[config.mk]
export PLATFORM = sky130hd
export DESIGN_NAME = pht_update_ctrl
export DESIGN_NICKNAME = d
export VERILOG_FILES = /design/src/rtl/bp_pkg.sv /design/src/rtl/bp_update_fifo.sv /design/src/rtl/pht_update_ctrl.sv
export SDC_FILE = /design/constraint.sdc
export NUM_CORES = 1
export LEC_CHECK = 0
export ABC_AREA = 1
export BUFFER_PORTS_ARGS = -buffer_cell sky130_fd_sc_hd__buf_2
export CORE_UTILIZATION = 50
export CTS_BUF_LIST = sky130_fd_sc_hd__clkbuf_4 sky130_fd_sc_hd__clkbuf_8
export DETAILED_ROUTE_END_ITERATION = 7
export GPL_ROUTABILITY_DRIVEN = 0
export PLACE_DENSITY = 0.72
export SLEW_MARGIN = 20
export SYNTH_ARGS = -nofsm -noshare
export SYNTH_HDL_FRONTEND = slang
export SYNTH_SLANG_ARGS = --single-unit
[constraint.sdc]
create_clock -name clk -period 2.75 [get_ports clk]
set_input_delay 0.1375 -clock clk [delete_from_list [all_inputs] [get_ports clk]]
set_output_delay 0.1375 -clock clk [all_outputs]
set_load 0.02 [all_outputs]
[src/rtl/bp_pkg.sv]
// Shared branch-predictor definitions: 2-bit counter encodings, the default PHT
// index width, the saturating update helper and the update-controller FSM states.
package bp_pkg;

    localparam logic [1:0] SNT = 2'b00;
    localparam logic [1:0] WNT = 2'b01;
    localparam logic [1:0] WT  = 2'b10;
    localparam logic [1:0] ST  = 2'b11;

    localparam int PHT_AW_DEF = 10;

    typedef logic [0:0] bp_state_t;
    localparam bp_state_t S_INIT = 1'b0;
    localparam bp_state_t S_RUN  = 1'b1;

    function automatic logic [1:0] sat(input logic [1:0] c, input logic taken);
        logic [1:0] r;
        r = c;
        if (taken) begin
            if (c != ST) r = c + 2'd1;
        end else begin
            if (c != SNT) r = c - 2'd1;
        end
        return r;
    endfunction

endpackage

[src/rtl/bp_update_fifo.sv]
// Pending-update queue: two pushes (port 0 first) and one pop per cycle,
// with a flush that empties it in one cycle.
module bp_update_fifo
    import bp_pkg::*;
#(
    parameter int W     = 11,
    parameter int DEPTH = 4,
    parameter int PW    = $clog2(DEPTH),
    parameter int CW    = $clog2(DEPTH) + 1
) (
    input  logic          clk,
    input  logic          resetn,
    input  logic          flush,
    input  logic          push0,
    input  logic [W-1:0]  push0_data,
    input  logic          push1,
    input  logic [W-1:0]  push1_data,
    input  logic          pop,
    output logic [W-1:0]  head_data,
    output logic [CW-1:0] count
);

    logic [W-1:0]  mem_reg [DEPTH];
    logic [PW-1:0] wr_ptr_reg;
    logic [PW-1:0] rd_ptr_reg;
    logic [CW-1:0] count_reg;
    logic [PW-1:0] slot1;
    logic [CW-1:0] count_next;

    // Port 1 lands behind port 0 when both push in the same cycle.
    assign slot1      = wr_ptr_reg + PW'(push0);
    assign count_next = count_reg + CW'(push0) + CW'(push1) - CW'(pop);

    always_ff @(posedge clk) begin
        if (push0) mem_reg[wr_ptr_reg] <= push0_data;
        if (push1) mem_reg[slot1]      <= push1_data;
    end

    always_ff @(posedge clk) begin
        if (!resetn) begin
            wr_ptr_reg <= '0;
            rd_ptr_reg <= '0;
            count_reg  <= '0;
        end else if (flush) begin
            rd_ptr_reg <= wr_ptr_reg;
            count_reg  <= '0;
        end else begin
            wr_ptr_reg <= wr_ptr_reg + PW'(push0) + PW'(push1);
            rd_ptr_reg <= rd_ptr_reg + PW'(pop);
            count_reg  <= count_next;
        end
    end

    assign head_data = mem_reg[rd_ptr_reg];
    assign count     = count_reg;

endmodule

[src/rtl/pht_update_ctrl.sv]
// PHT update controller: sweeps the table to INIT_VAL after reset, then queues
// resolved-branch updates and applies them as read-modify-write saturating counts.
module pht_update_ctrl
    import bp_pkg::*;
#(
    parameter int         PHT_AW     = PHT_AW_DEF,
    parameter int         FIFO_DEPTH = 4,
    parameter logic [1:0] INIT_VAL   = WNT
) (
    input  logic                            clk,
    input  logic                            resetn,
    input  logic                            stall,
    input  logic                            flush,
    input  logic                            req0_valid,
    input  logic [PHT_AW-1:0]               req0_addr,
    input  logic                            req0_taken,
    input  logic                            req1_valid,
    input  logic [PHT_AW-1:0]               req1_addr,
    input  logic                            req1_taken,
    output logic                            req0_ready,
    output logic                            req1_ready,
    output logic [PHT_AW-1:0]               pht_raddr,
    input  logic [1:0]                      pht_rdata,
    output logic                            pht_we,
    output logic [PHT_AW-1:0]               pht_waddr,
    output logic [1:0]                      pht_wdata,
    output logic                            init_done,
    output logic [$clog2(FIFO_DEPTH):0]     fifo_count
);

    localparam int CW = $clog2(FIFO_DEPTH) + 1;
    localparam int EW = PHT_AW + 1;

    bp_state_t         state_reg;
    logic [PHT_AW-1:0] idx_reg;
    logic              init_done_reg;

    logic              run;
    logic              in_init;
    logic              acc0;
    logic              acc1;
    logic              pop;
    logic [EW-1:0]     head_data;
    logic [PHT_AW-1:0] head_addr;
    logic              head_taken;
    logic [CW:0]       cnt_ext;

    assign run     = resetn && (state_reg == S_RUN);
    assign in_init = resetn && (state_reg == S_INIT);
    assign cnt_ext = {1'b0, fifo_count};

    // Space is judged on the registered count only; a same-cycle pop does not help.
    assign req0_ready = run && !flush && (cnt_ext < (CW+1)'(FIFO_DEPTH));
    assign acc0       = req0_valid && req0_ready;
    assign req1_ready = run && !flush && ((cnt_ext + (CW+1)'(acc0)) < (CW+1)'(FIFO_DEPTH));
    assign acc1       = req1_valid && req1_ready;

    assign pop        = run && !stall && (fifo_count != '0);
    assign head_addr  = head_data[EW-1:1];
    assign head_taken = head_data[0];
    assign pht_raddr  = head_addr;

    always_comb begin
        pht_we    = 1'b0;
        pht_waddr = head_addr;
        pht_wdata = sat(pht_rdata, head_taken);
        if (in_init) begin
            pht_we    = 1'b1;
            pht_waddr = idx_reg;
            pht_wdata = INIT_VAL;
        end else if (pop) begin
            pht_we = 1'b1;
        end
    end

    always_ff @(posedge clk) begin
        if (!resetn) begin
            state_reg     <= S_INIT;
            idx_reg       <= '0;
            init_done_reg <= 1'b0;
        end else if (state_reg == S_INIT) begin
            idx_reg <= idx_reg + 1'b1;
            if (idx_reg == {PHT_AW{1'b1}}) begin
                state_reg     <= S_RUN;
                init_done_reg <= 1'b1;
            end
        end
    end

    assign init_done = init_done_reg;

    bp_update_fifo #(
        .W     (EW),
        .DEPTH (FIFO_DEPTH)
    ) u_fifo (
        .clk        (clk),
        .resetn     (resetn),
        .flush      (flush && run),
        .push0      (acc0),
        .push0_data ({req0_addr, req0_taken}),
        .push1      (acc1),
        .push1_data ({req1_addr, req1_taken}),
        .pop        (pop),
        .head_data  (head_data),
        .count      (fifo_count)
    );

endmodule

==> impl_results.md, run 1 <==
- Met2 GRT Util: 35.86%
- Global-route wire length before repair: 14,230 um
- Via density: 5.519
- Core Area: 6832 sq um
- Post-Route WL: 8820 um
- Setup crit start kind: flop
- Root Driver: clkbuf_8
- Largest family of logic cells by synthesized area: simple AND/OR/NAND/NOR gates
- Vias in the first global route: 2,849
- Ys flop type: edfxtp_1
- Final Cycle Share: 92.00%
- Post-synth ARST share: 0%
- Hold Path Class: input port to flop
- Grt peak-use layer: met1
- #FFs+latches synth: 63
- Setup TNS: 0 ps
- Synth Warn #: 0
- Post-CTS Setup Inserts: 0
- RSZ-0062 raised after global routing: no
- WP data arrival: 2770 ps
- Fin crit period: 2530 ps
- Largest net degree at the start of global routing: 48
- Sequential area share after synthesis: 48.09%
- Clk buf depth: 2
- Die Y: 86.13 um
- Max Clock Skew: 8.088 ps
- CP endpoint kind: flop
- Share of cells above drive strength 1: 18.91%
- Worst-path clk slew: 70 ps
- Starting Density: 51.79%
- Cell taking the most area after synthesis: edfxtp_1
- DR pass1 iterations: 5
- Non-filler cells, final: 593
- Relative max-transition margin: 61.06%
- DP Cell Count: 577
- CTS tree: built
- Post-DP HPWL: 6468 um
- Num Clock Sinks: 63
- GR Overflow Total: 0
- Worst setup margin: 220.0 ps
- Max-cap violations: 0
- Post-synthesis xor/xnor area fraction: 1.202%
- Post-route ant nets: 0
- Hold Fails Final Rpt: 0
- Crit-path max FO: 6
- Post-synthesis cell area: 3538 sq um
- IO buf count: 58
- VDD IR-drop max: 251.4 uV
- Die W: 86.13 um
- Compound-Gate Fraction of Synth Area: 10.82%
- Worst-skew pair later-pin latency: 340 ps
- Mux share of post-synthesis cell area: 0%
- Post-synthesis simple-gate area fraction: 28.68%
- Vias: 3,273
- Hold buffers post-CTS: 0
- DP Worst Slack: 239.0 ps
- Worst Max-Slew Pin Slew: 583.5 ps
- Starting DRT DRC Count: 254
- # diodes: 0
- Mean area per synthesized cell: 8.153 sq um
- Final setup fails: 0
- Synth cell types: 28
- Layout Nets: 530
- Wire length per cell: 14.87 um
- Synth area leaders: edfxtp_1, nand2_1, dfxtp_1
- Max FFs per register: 44
- Slew Limit Fails: 0
- CP Data Required Time: 2990 ps
- Global Route Usage Sum: 25.49%
- H-tree levels: 3
- DRC Markers: 0
- Outcome: complete, no violations
- Initial antenna violation count: 0
- Share of the synthesized area in the top cell type: 37.34%
- Synth-to-Final Area Change: 16.09%
- WS Path Type: flop to flop
- Core Rows: 30
- Post-synthesis net count: 472
- Die area: 7418 sq um
- Leak: 1.818 nW
- GRT met3 Usage: 4.331%
- Ports: 59
- CTS Buf Count: 9
- Post-CTS resize count: 0
- Post-synth EDFFs: 44
- Fmax: 395.3 MHz
- PwrDens: 472.1 nW/um^2
- Grt met1 use: 39.28%
- Post-Syn Instances: 434
- Post-Synth Adder-Cell Area: 3.253%
==> power by group <==
group / leakage [nW] / total (W) / internal (W) / switching (W)
combinational: 1.17 / 0.000131 / 0.0000443 / 0.0000869
sequential: 0.549 / 0.00102 / 0.00102 / 0.00000342
clock: 0.0983 / 0.000789 / 0.000444 / 0.000344
total: 1.82 / 0.00194 / 0.00150 / 0.000434
==> stage by stage <==
| stage | util (%) | hold slack, ps | total power (W) | instance area (sq um) |
|---|---|---|---|---|
| final | 60.13 | 117.6 | 0.001939 | 4108 |
| after detailed placement | 57.31 | 449.2 | 0.001170 | 3915 |
| after CTS | 60.13 | 103.3 | 0.001943 | 4108 |
| after global placement | 57.31 | 438.1 | 0.001166 | 3915 |
| after global routing | 60.13 | 115.9 | 0.002005 | 4108 |
| after floorplan | - | 323.9 | 0.001110 | 3538 |
==> cell usage in the layout (no fill, tap or decap), types with 2 or more instances in the layout <==
cell and count:
a21oi_1 12, buf_2 58, buf_4 15, clkbuf_4 3
clkbuf_8 9, dfxtp_1 19, edfxtp_1 44, fa_1 2
ha_1 6, inv_1 35, nand2_1 123, nand3_1 8
nand4_1 52, nor2_1 37, nor3_1 3, o21ai_0 44
o22ai_1 11, xor2_1 2
==> Yosys cell counts, types with 2 or more instances <==
master	number
nand2_1	123
nand4_1	52
edfxtp_1	44
o21ai_0	44
nor2_1	37
inv_1	35
dfxtp_1	19
a21oi_1	12
buf_2	12
o22ai_1	11
clkbuf_1	9
nand3_1	8
ha_1	6
buf_6	4
nor3_1	3
fa_1	2
xor2_1	2
==> path summary, 6_finish.rpt <==
kind         cells after the start                  startpoint  slack (ps)                             end
max reg2reg                     11  u_fifo.count[2]$_SDFF_PP0_         220      u_fifo.count[2]$_SDFF_PP0_
max                             11  u_fifo.count[2]$_SDFF_PP0_         220      u_fifo.count[2]$_SDFF_PP0_
min reg2reg                      2      init_done$_SDFFE_PN0P_         450          init_done$_SDFFE_PN0P_
min                              3                  req0_taken         120  u_fifo.mem_reg[0][0]$_DFFE_PP_
==> critical path, cell delays in order (launching register included) <==
cell	delay (ps)
dfxtp_1	370
ha_1	210
a41oi_2	300
inv_2	80
nor2_4	90
nand2_1	70
ha_1	270
inv_1	40
fa_1	380
fa_1	390
xor2_1	160
nor2_1	60
==> per-layer routing <==
| metal | vias up | wire length (um) |
|---|---|---|
| li1 | 1624 | - |
| met1 | 1485 | 4247 |
| met2 | 154 | 3743 |
| met3 | 10 | 712 |
| met4 | 0 | 117 |
| met5 | - | 0 |
==> kinds of logic after synthesis <==
kind of cell | count (synthesis)
xor gates and xnor gates | 4
DFF | 63
and+or+nand+nor | 227
AOI/OAI and AO/OA | 70
adders and majority gates | 8
buffers and inverters | 62
==> area by class of cell <==
cell class                      instances  area (sq um)
Tap cell                               96         120.1
Clock inverter                          4         46.29
Multi-Input combinational cell        309          1555
Fill cell                             644          2724
Timing Repair Buffer                   73         402.9
Inverter                               36         135.1
Sequential cell                        63          1702
Clock buffer                           12         146.4
(Power assumes the default switching activity.)
==> inputs of run 2 (changes only) <==
--- a/config.mk
+++ b/config.mk
@@ -7,11 +7,11 @@
 export LEC_CHECK = 0
 export ABC_AREA = 1
 export BUFFER_PORTS_ARGS = -buffer_cell sky130_fd_sc_hd__buf_2
-export CORE_UTILIZATION = 50
+export CORE_UTILIZATION = 58
 export CTS_BUF_LIST = sky130_fd_sc_hd__clkbuf_4 sky130_fd_sc_hd__clkbuf_8
 export DETAILED_ROUTE_END_ITERATION = 7
 export GPL_ROUTABILITY_DRIVEN = 0
-export PLACE_DENSITY = 0.72
+export PLACE_DENSITY = 0.82
 export SLEW_MARGIN = 20
 export SYNTH_ARGS = -nofsm -noshare
 export SYNTH_HDL_FRONTEND = slang
==> impl_results.md, run 2 (synthesized netlist as in run 1, its figures left out) <==
- Outcome: complete, no violations (unchanged)
- Core Rows: 28 (was 30)
- Clock power share: 48.2% (was 40.7%)
- Leak: 1.865 nW (was 1.818 nW)
- Die W: 80.11 um (was 86.13 um)
- Fmax: 388.4 MHz (was 395.3 MHz)
- PwrDens: 532.8 nW/um^2 (was 472.1 nW/um^2)
- Critical path's slowest cell: fa_1 (unchanged)
- Max stage delay on crit path: 390 ps (about the same)
- Final Cycle Share: 93.62% (was 92.00%)
- Max FFs per register: 44 (unchanged)
- Commonest non-fill, non-tap cell in the layout: nand2_1 (unchanged)
- Max-cap violations: 0 (unchanged)
- Starting DRT DRC Count: 430 (was 254)
- HP Start: req0_addr[4] (was req0_taken)
- Synth-to-Final Area Change: 18.14% (was 16.09%)
- Crit path cell chain: ha_1, a41oi_4, inv_2, nor2_4, nand2_1, ha_1, inv_1, fa_1, fa_1, xor2_1, nor2_1 (was ha_1, a41oi_2, inv_2, nor2_4, nand2_1, ha_1, inv_1, fa_1, fa_1, xor2_1, nor2_1)
- Root Driver: clkbuf_8 (unchanged)
- Global Route Usage Sum: 31.16% (was 25.49%)
- Comb pwr share: 6.1% (was 6.8%)
- R2R Path Start: u_fifo.count[1]$_SDFF_PP0_ (was u_fifo.count[2]$_SDFF_PP0_)
- Stages on the worst setup path: 11 (unchanged)
- Cell-internal power: 0.001763 W (was 0.001505 W)
- Global-route wire length before repair: 14,720 um (was 14,230 um)
- Die area: 6417 sq um (was 7418 sq um)
- Hold WS: 117.3 ps (was 117.6 ps)
- Hold Fails Final Rpt: 0 (unchanged)
- Share of cells above drive strength 1: 19.64% (was 18.91%)
- Core Util, Final: 71.02% (was 60.13%)
- WHS Path Cells: 3 (unchanged)
- Wire length per cell: 16.73 um (was 14.87 um)
- # diodes: 0 (unchanged)
- CP endpoint kind: flop (unchanged)
- CTS Buf Count: 9 (unchanged)
- Max Clock Skew: 6.492 ps (was 8.088 ps)
- Clk buf depth: 2 (unchanged)
- Core Area: 5886 sq um (was 6832 sq um)
- Final setup fails: 0 (unchanged)
- DP Cell Count: 556 (was 577)
- Flop pwr share: 45.8% (was 52.6%)
- Top delay family on crit path: adder cells (unchanged)
- Hold buffers post-CTS: 0 (unchanged)
- Crit path launch: u_fifo.count[1]$_SDFF_PP0_ (was u_fifo.count[2]$_SDFF_PP0_)
- CP Data Required Time: 3030 ps (was 2990 ps)
- Worst-path clk slew: 70 ps (about the same)
- Vias: 3,447 (was 3,273)
- Psw: 0.0004647 W (was 0.0004343 W)
- Fin crit period: 2575 ps (was 2530 ps)
- Post-Route WL: 9605 um (was 8820 um)
- GR Overflow Total: 0 (unchanged)
- Worst-skew pair later-pin latency: 340 ps (about the same)
- Final instance area: 4180 sq um (was 4108 sq um)
- Post-DP HPWL: 6780 um (was 6468 um)
- Worst reg-to-reg path cell count: 11 (unchanged)
- Worst Max-Slew Pin Slew: 577.8 ps (was 583.5 ps)
- Switching part of the total power: 20.86% (was 22.40%)
- H-tree levels: 3 (unchanged)
- Relative max-transition margin: 61.44% (was 61.06%)
- Setup crit start kind: flop (unchanged)
- Most frequent cells in the layout: nand2_1, buf_2, nand4_1 (unchanged)
- Vias in the first global route: 2,966 (was 2,849)
- DRC Markers: 0 (unchanged)
- Dpl cell area: 3889 sq um (was 3915 sq um)
- WP data arrival: 2850 ps (was 2770 ps)
- Post-route ant nets: 0 (unchanged)
- Crit-path max FO: 6 (unchanged)
- Layout Nets: 532 (was 530)
- WS Path Type: flop to flop (unchanged)
- DR pass1 iterations: 5 (unchanged)
- IO buf count: 58 (unchanged)
- Initial antenna violation count: 0 (unchanged)
- Starting Density: 60.12% (was 51.79%)
- Non-filler cells, final: 574 (was 593)
- CP Buf/Inv Count: 2 (unchanged)
- Largest net degree at the start of global routing: 48 (unchanged)
- Die Y: 80.11 um (was 86.13 um)
- Ports: 59 (unchanged)
- Slew Limit Fails: 0 (unchanged)
- VDD IR-drop max: 490.9 uV (was 251.4 uV)
- Via density: 6.005 (was 5.519)
- Num Clock Sinks: 63 (unchanged)
- Hold Path Class: input port to flop (unchanged)
- CTS tree: built (unchanged)
-- run 2: repair_timing --
item | in CTS | in global routing
endpoints found under the setup margin | 0 | 2
resized for setup | 0 | 3
buffers inserted | 0 | 2
hold endpoints to repair | 0 | 0
-- run 2: per-stage QoR --
step           setup slack, ps  TNS (ps)  total power [W]
2_1_floorplan            118.3         0         0.001110
3_3_place_gp             316.8         0         0.001166
3_5_place_dp             144.8         0         0.001171
4_1_cts                  81.08         0         0.002219
5_1_grt                 -1.404    -2.890         0.002274
6_report                 175.5         0         0.002227
-- run 2: worst paths after layout --
check	slack, ps	endpoint
min reg2reg	450	init_done$_SDFFE_PN0P_
max	180	u_fifo.count[2]$_SDFF_PP0_
min	120	u_fifo.mem_reg[1][5]$_DFFE_PP_
max reg2reg	180	u_fifo.count[2]$_SDFF_PP0_
-- run 2: power by group through the flow --
stage	clock [W]	sequential (W)	combinational (W)
finish	0.00107	0.00102	0.000136
global route	0.00111	0.00102	0.000149
CTS	0.00107	0.00102	0.000132
detailed placement	0	0.00104	0.000131
global placement	0	0.00104	0.000126
floorplan	0	0.00104	0.0000706
-- run 2: layer usage --
metal | GRT usage [%] | part of all wire (%)
met4 | 11.25 | 1.6
met3 | 4.091 | 12
met5 | 0 | 0
met1 | 43.74 | 41
met2 | 49.32 | 45
-- run 2: area by class of cell --
class	instances	area (sq um)
sequential	63	1703
fill	438	1705
multi-input combinational	309	1567
inverter	36	135.1
clock inverter	6	132.6
timing repair buffer	75	417.9
clock buffer	10	131.4
tap	75	93.84
-- run 2: tightest hold or removal path, cell delays in order --
cell and delay, ps:
buf_2 110, nand2_1 60, nand2_1 60
